`config.mk`:
```
export PLATFORM = sky130hd
export DESIGN_NAME = sram_burst_ctrl
export DESIGN_NICKNAME = d
export VERILOG_FILES = /design/src/rtl/sram_burst_pkg.sv /design/src/rtl/sram_rd_fifo.sv /design/src/rtl/sram_burst_ctrl.sv
export SDC_FILE = /design/constraint.sdc
export NUM_CORES = 1
export LEC_CHECK = 0
export CAP_MARGIN = 15
export CORE_AREA = 3 3 194 196
export DETAILED_ROUTE_END_ITERATION = 8
export DIE_AREA = 0 0 197 199
export PLACE_DENSITY = 0.78
export SYNTH_ARGS = -nofsm -noshare
export SYNTH_HDL_FRONTEND = slang
export SYNTH_HIERARCHICAL = 1
export SYNTH_SLANG_ARGS = --single-unit
```
`constraint.sdc`:
```
create_clock -name iClk -period 5.03 [get_ports iClk]
set_clock_uncertainty 0.2 [all_clocks]
set_input_delay 1.2575 -clock iClk [delete_from_list [all_inputs] [get_ports iClk]]
set_output_delay 1.2575 -clock iClk [all_outputs]
set_load 0.01 [all_outputs]
```
`src/rtl/sram_burst_pkg.sv`:
```
// sram_burst_pkg: shared sizes and FSM encoding for the frame-buffer SRAM burst controller.
package sram_burst_pkg;
    localparam int WORDSIZE     = 80;
    localparam int ADDRESSSIZE  = 15;
    localparam int LENSIZE      = 16;
    localparam int RDFIFO_DEPTH = 4;
    localparam int RASIZE       = 11;
    localparam int CASIZE       = 4;
    typedef enum logic [1:0] {IDLE, WRITE, READ, DONE} state_t;
endpackage

```
`src/rtl/sram_rd_fifo.sv`:
```
// sram_rd_fifo: small synchronous FIFO holding SRAM read words until the consumer takes them.
module sram_rd_fifo #(
    parameter int WIDTH = 80,
    parameter int DEPTH = 4
) (
    input  logic                         iClk,
    input  logic                         iReset,
    input  logic                         push,
    input  logic                         pop,
    input  logic [WIDTH-1:0]             din,
    output logic [WIDTH-1:0]             dout,
    output logic [$clog2(DEPTH+1)-1:0]   count,
    output logic                         empty,
    output logic                         full
);
    localparam int AW = $clog2(DEPTH);
    localparam int CW = $clog2(DEPTH+1);
    logic [WIDTH-1:0] mem [DEPTH];
    logic [AW-1:0]    wr_ptr, rd_ptr;
    logic             do_push, do_pop;
    assign do_pop  = pop && !empty;
    assign do_push = push && (!full || do_pop);
    assign empty   = count == '0;
    assign full    = count == CW'(DEPTH);
    assign dout    = mem[rd_ptr];
    always_ff @(posedge iClk or negedge iReset)
        if (!iReset) begin
            wr_ptr <= '0;
            rd_ptr <= '0;
            count  <= '0;
        end else begin
            if (do_push) wr_ptr <= wr_ptr == AW'(DEPTH-1) ? '0 : wr_ptr + 1'b1;
            if (do_pop)  rd_ptr <= rd_ptr == AW'(DEPTH-1) ? '0 : rd_ptr + 1'b1;
            count <= count + CW'(do_push) - CW'(do_pop);
        end
    always_ff @(posedge iClk)
        if (do_push) mem[wr_ptr] <= din;
endmodule

```
`src/rtl/sram_burst_ctrl.sv`:
```
// sram_burst_ctrl: single-command burst initiator for the 32768x80 frame-buffer SRAM.
// Read words pass through a small FIFO so the consumer can stall without losing data.
module sram_burst_ctrl
    import sram_burst_pkg::*;
(
    input  logic                   iClk,
    input  logic                   iReset,
    input  logic                   iCmdValid,
    output logic                   oCmdReady,
    input  logic                   iCmdWrite,
    input  logic [ADDRESSSIZE-1:0] iCmdAddr,
    input  logic [LENSIZE-1:0]     iCmdLen,
    input  logic                   iWrValid,
    output logic                   oWrReady,
    input  logic [WORDSIZE-1:0]    iWrData,
    output logic                   oRdValid,
    input  logic                   iRdReady,
    output logic [WORDSIZE-1:0]    oRdData,
    output logic                   oDone,
    output logic                   oNCE,
    output logic                   oNWRT,
    output logic [RASIZE-1:0]      oRA,
    output logic [CASIZE-1:0]      oCA,
    output logic [WORDSIZE-1:0]    oDIN,
    input  logic [WORDSIZE-1:0]    iDO
);
    localparam int CW = $clog2(RDFIFO_DEPTH+1);
    state_t                 state;
    logic [ADDRESSSIZE-1:0] addr;
    logic [LENSIZE-1:0]     rem, pend;
    logic [1:0]             infl;
    logic [CW-1:0]          fifo_count;
    logic [CW:0]            occ;
    logic                   fifo_empty, fifo_full;
    logic                   wr_beat, rd_issue, pop;
    assign oCmdReady = state == IDLE;
    assign oWrReady  = state == WRITE;
    assign oDone     = state == DONE;
    assign oRdValid  = !fifo_empty;
    assign pop       = !fifo_empty && iRdReady;
    assign wr_beat   = state == WRITE && iWrValid;
    // Words already in the FIFO plus reads still in the SRAM pipe must fit in the FIFO.
    assign occ       = {1'b0, fifo_count} + (CW+1)'(infl[0]) + (CW+1)'(infl[1]);
    assign rd_issue  = state == READ && rem != '0 && !fifo_full && occ < (CW+1)'(RDFIFO_DEPTH);
    always_ff @(posedge iClk or negedge iReset)
        if (!iReset) begin
            state <= IDLE;
            addr  <= '0;
            rem   <= '0;
            pend  <= '0;
            infl  <= '0;
            oNCE  <= 1'b1;
            oNWRT <= 1'b1;
            oRA   <= '0;
            oCA   <= '0;
            oDIN  <= '0;
        end else begin
            infl  <= {infl[0], rd_issue};
            oNCE  <= !(wr_beat || rd_issue);
            oNWRT <= !wr_beat;
            if (wr_beat || rd_issue) begin
                {oRA, oCA} <= addr;
                addr       <= addr + 1'b1;
                rem        <= rem - 1'b1;
            end
            if (wr_beat) oDIN <= iWrData;
            case (state)
                IDLE:
                    if (iCmdValid) begin
                        addr  <= iCmdAddr;
                        rem   <= iCmdLen;
                        pend  <= iCmdLen;
                        state <= iCmdLen == '0 ? DONE : iCmdWrite ? WRITE : READ;
                    end
                WRITE:
                    if (wr_beat && rem == LENSIZE'(1)) state <= DONE;
                READ:
                    if (pop) begin
                        pend <= pend - 1'b1;
                        if (pend == LENSIZE'(1)) state <= DONE;
                    end
                default: state <= IDLE;
            endcase
        end
    sram_rd_fifo #(.WIDTH(WORDSIZE), .DEPTH(RDFIFO_DEPTH)) u_fifo (
        .iClk   (iClk),
        .iReset (iReset),
        .push   (infl[1]),
        .pop    (pop),
        .din    (iDO),
        .dout   (oRdData),
        .count  (fifo_count),
        .empty  (fifo_empty),
        .full   (fifo_full)
    );
endmodule

```
==> out/qor.txt <==
FF-to-FF Start -> state[0]$_DFFE_PN0P_
Fillers -> 2487
Die height -> 199 um
Clock slew seen by the registers of the worst setup and hold paths -> 0.06 ns
Mean Syn Cell Area -> 15.29 um2
Post-synthesis sequential area ratio -> 0.7197
Max Cap Viol -> 0
Top-count cell post-synth -> edfxtp_1
Largest net degree at the start of global routing -> 102
Initial antenna violation count -> 8
TritonCTS clock tree -> built
Die Wd -> 197 um
Yosys top cell by area -> edfxtp_1
Crit start category -> register
Seq cells post-synth -> 475
Synthesis Warnings -> 6
Max-slew headroom -> 0.2987
Hold_sp -> infl[0]$_DFF_PN0_
Fraction of layout cells with a size suffix above 1 -> 0.1226
Root Driver -> clkbuf_16
Grt met2 use -> 0.3654
WS Path Type -> register to output port
Drt pass-1 iters -> 5
HP Class -> register to register
Area growth syn-to-layout -> 31.75%
Cell Area, Synth -> 18740 um2
Post_cts resized -> 0
Clock tree buffer depth -> 3
Net count after synthesis -> 1441
Routed WL per cell -> 20.95 um
Worst EP arrival -> 2.91 ns
First-pass GRT wire length -> 68210 um
Cell Count Post-Placement -> 2036
RSZ-0062 raised after global routing -> no
EDFF count, synth -> 320
Starting DRC count in detailed routing -> 814
WL final -> 44560 um
R2r setup slk -> 1.28 ns
Critical-path maximum fanout -> 28
Post-route setup slack -> 0.6650 ns
Synth top cells by count -> edfxtp_1 (320), nand2_1 (319), dfrtp_1 (153), mux4_2 (80), o21ai_0 (42)
Cell row count -> 70
Peak VDD IR -> 0.0004443 V
Post-DP HPWL -> 30440 um
Total number of vias -> 11565
Leakage power -> 9.235 nW
Setup_tns -> 0 ns
IO Pins -> 378
Pwr Density -> 578.1 nW/um2
CTS Hold Bufs -> 0
# DRC -> 0
GP Congestion -> 0.8592
Initial Util -> 0.5169
Pwr Total -> 14.28 mW
Final count of hold timing violations -> 0
Worst-case reg-to-reg path depth -> 9
Die area -> 39200 um2
Post-DRT Antenna Nets -> 0
M1 GR Usage -> 0.2936
Fmax -> 229.1 MHz
Core ar. -> 36260 um2
GRT Total Usage -> 0.2284
Vias in the first global route -> 11898
Fin crit share -> 0.8678
Status -> completed
Primary FF master, synth -> edfxtp_1
Worst Hold End -> infl[1]$_DFF_PN0_
Worst Setup End Kind -> output port
Grt total ovfl -> 0
# setup viols final -> 0
Postcts setup bufs -> 0
Fin util -> 0.6811
Slew Viols, Final -> 0
WP data required -> 3.57 ns
Post-DR vias/cell -> 5.437
PortBufs -> 377
Fin nets -> 1832
Post-synth ARST share -> 0.3263
TritonCTS sink count -> 475
Synth top area cells -> edfxtp_1 (51%), dfrtp_1 (20%), mux4_2 (9.6%), nand2_1 (6.4%), ha_1 (1.1%)
Met3 usage -> 0.06928
Synth top area share -> 0.5126
Final Non-Filler Cells -> 2127
Worst-Skew Late Latency -> 0.57 ns
Worst Tran Pin Value -> 1.052 ns
Num CTS Buffers -> 47
Gr busiest metal -> met2
Worst slack at placement -> 1.040 ns
Crit Reg-Reg Endpoint -> addr[11]$_DFF_PN0_
Synthesized netlist cell count -> 1226
Minimum clock period -> 4.365 ns
Distinct cells, synth -> 56
Worst Hold Path Cells -> 0
H-tree levels -> 2
worst max-delay path: stages, from the launching register on:
cell	delay, ns
dfrtp_4	0.81
buf_4	0.40
mux4_2	0.55
clkdlybuf4s50_1	0.57
layer usage:
layer	wire length (um)	vias to the layer above
li1	-	5296
met4	1889	10
met3	3862	92
met1	17190	5678
met2	21540	489
met5	79	-
logic make-up after synthesis:
group,share of synthesized area
and+or+nand+nor,0.09505
AOI/OAI and AO/OA,0.03778
xor gates and xnor gates,0.01262
DFF,0.7197
adders and majority gates,0.01242
buffers and inverters,0.01956
muxes,0.1029
stage by stage:
stage               instance area (um2)  hold WS, ns
CTS                               24690       0.1859
global placement                  23080       0.1608
floorplan                         18740       0.1540
global route                      24690       0.1907
finish                            24690       0.1810
detailed placement                23080       0.1694
cell usage in the layout (no fill, tap or decap), types with 3 or more instances in the layout:
cell type        instances
a21o_1                   5
a21oi_1                 27
a222oi_1                 3
a22oi_1                  6
a31oi_1                  4
and2_1                   3
and2_4                   4
buf_12                   8
buf_4                   12
bufinv_16                5
clkbuf_1                 4
clkbuf_16               48
clkbuf_8                 7
clkdlybuf4s50_1        376
clkinv_1                 7
clkinv_2                 9
clkinvlp_4               4
dfrtp_1                151
diode_2                  3
edfxtp_1               320
ha_1                    17
inv_1                   19
mux2_2                   4
mux2i_1                  4
mux4_2                  80
nand2_1                319
nand3_1                  9
nand4_1                  5
nand4b_1                 3
nor2_1                  37
nor3_1                  17
nor4_1                   8
o2111ai_1                3
o211ai_1                 9
o21ai_0                 42
or3_1                    8
xnor2_1                  7
xor2_1                  20
sequential cells by signal (all words and copies together) (netlist names):
| signal | flops |
|---|---|
| u_fifo/count | 3 |
| infl | 2 |
| oNWRT | 1 |
| addr | 15 |
| oRA | 11 |
| oDIN | 80 |
| u_fifo/mem | 320 |
| u_fifo/wr_ptr | 2 |
| oNCE | 1 |
| pend | 16 |
| oCA | 4 |
| u_fifo/rd_ptr | 2 |
| state | 2 |
| rem | 16 |
where the power goes:
part           total [mW]  internal [mW]  leakage, nW  switching, mW
combinational        4.98           2.62         3.66           2.36
clock                3.56           2.12        0.784           1.44
sequential           5.74           5.07         4.79          0.669
total                14.3           9.81         9.23           4.47
area by class of cell:
| cell class | count | area (um2) | share of cell area |
|---|---|---|---|
| flip-flops and latches | 475 | 13500 | 0.5466 |
| multi-input cells | 676 | 4898 | 0.1984 |
| repair buffers | 397 | 4025 | 0.1630 |
| clock buffers | 60 | 1320 | 0.05345 |
| well taps | 468 | 585.6 | 0.02371 |
| clock inverters | 28 | 285.3 | 0.01155 |
| inverters | 20 | 75.07 | 0.003040 |
| diodes | 3 | 7.507 | 0.0003040 |
how the worst max path moves through the flow:
stage,startpoint,end,slack (ns),cells past startpoint
6_report,u_fifo/rd_ptr[0]$_DFFE_PN0N_,oRdData[66],0.66,3
5_1_grt,u_fifo/rd_ptr[0]$_DFFE_PN0N_,oRdData[66],0.44,3
4_1_cts,u_fifo/rd_ptr[0]$_DFFE_PN0N_,oRdData[66],0.54,3
3_5_place_dp,iRdReady,u_fifo/mem[0][3]$_DFFE_PP_,1.04,6
3_3_place_gp,iRdReady,u_fifo/mem[3][34]$_DFFE_PP_,1.07,6
2_1_floorplan,iRdReady,u_fifo/mem[1][0]$_DFFE_PP_,0.67,4
No activity file was read; power rests on OpenSTA's default activity.
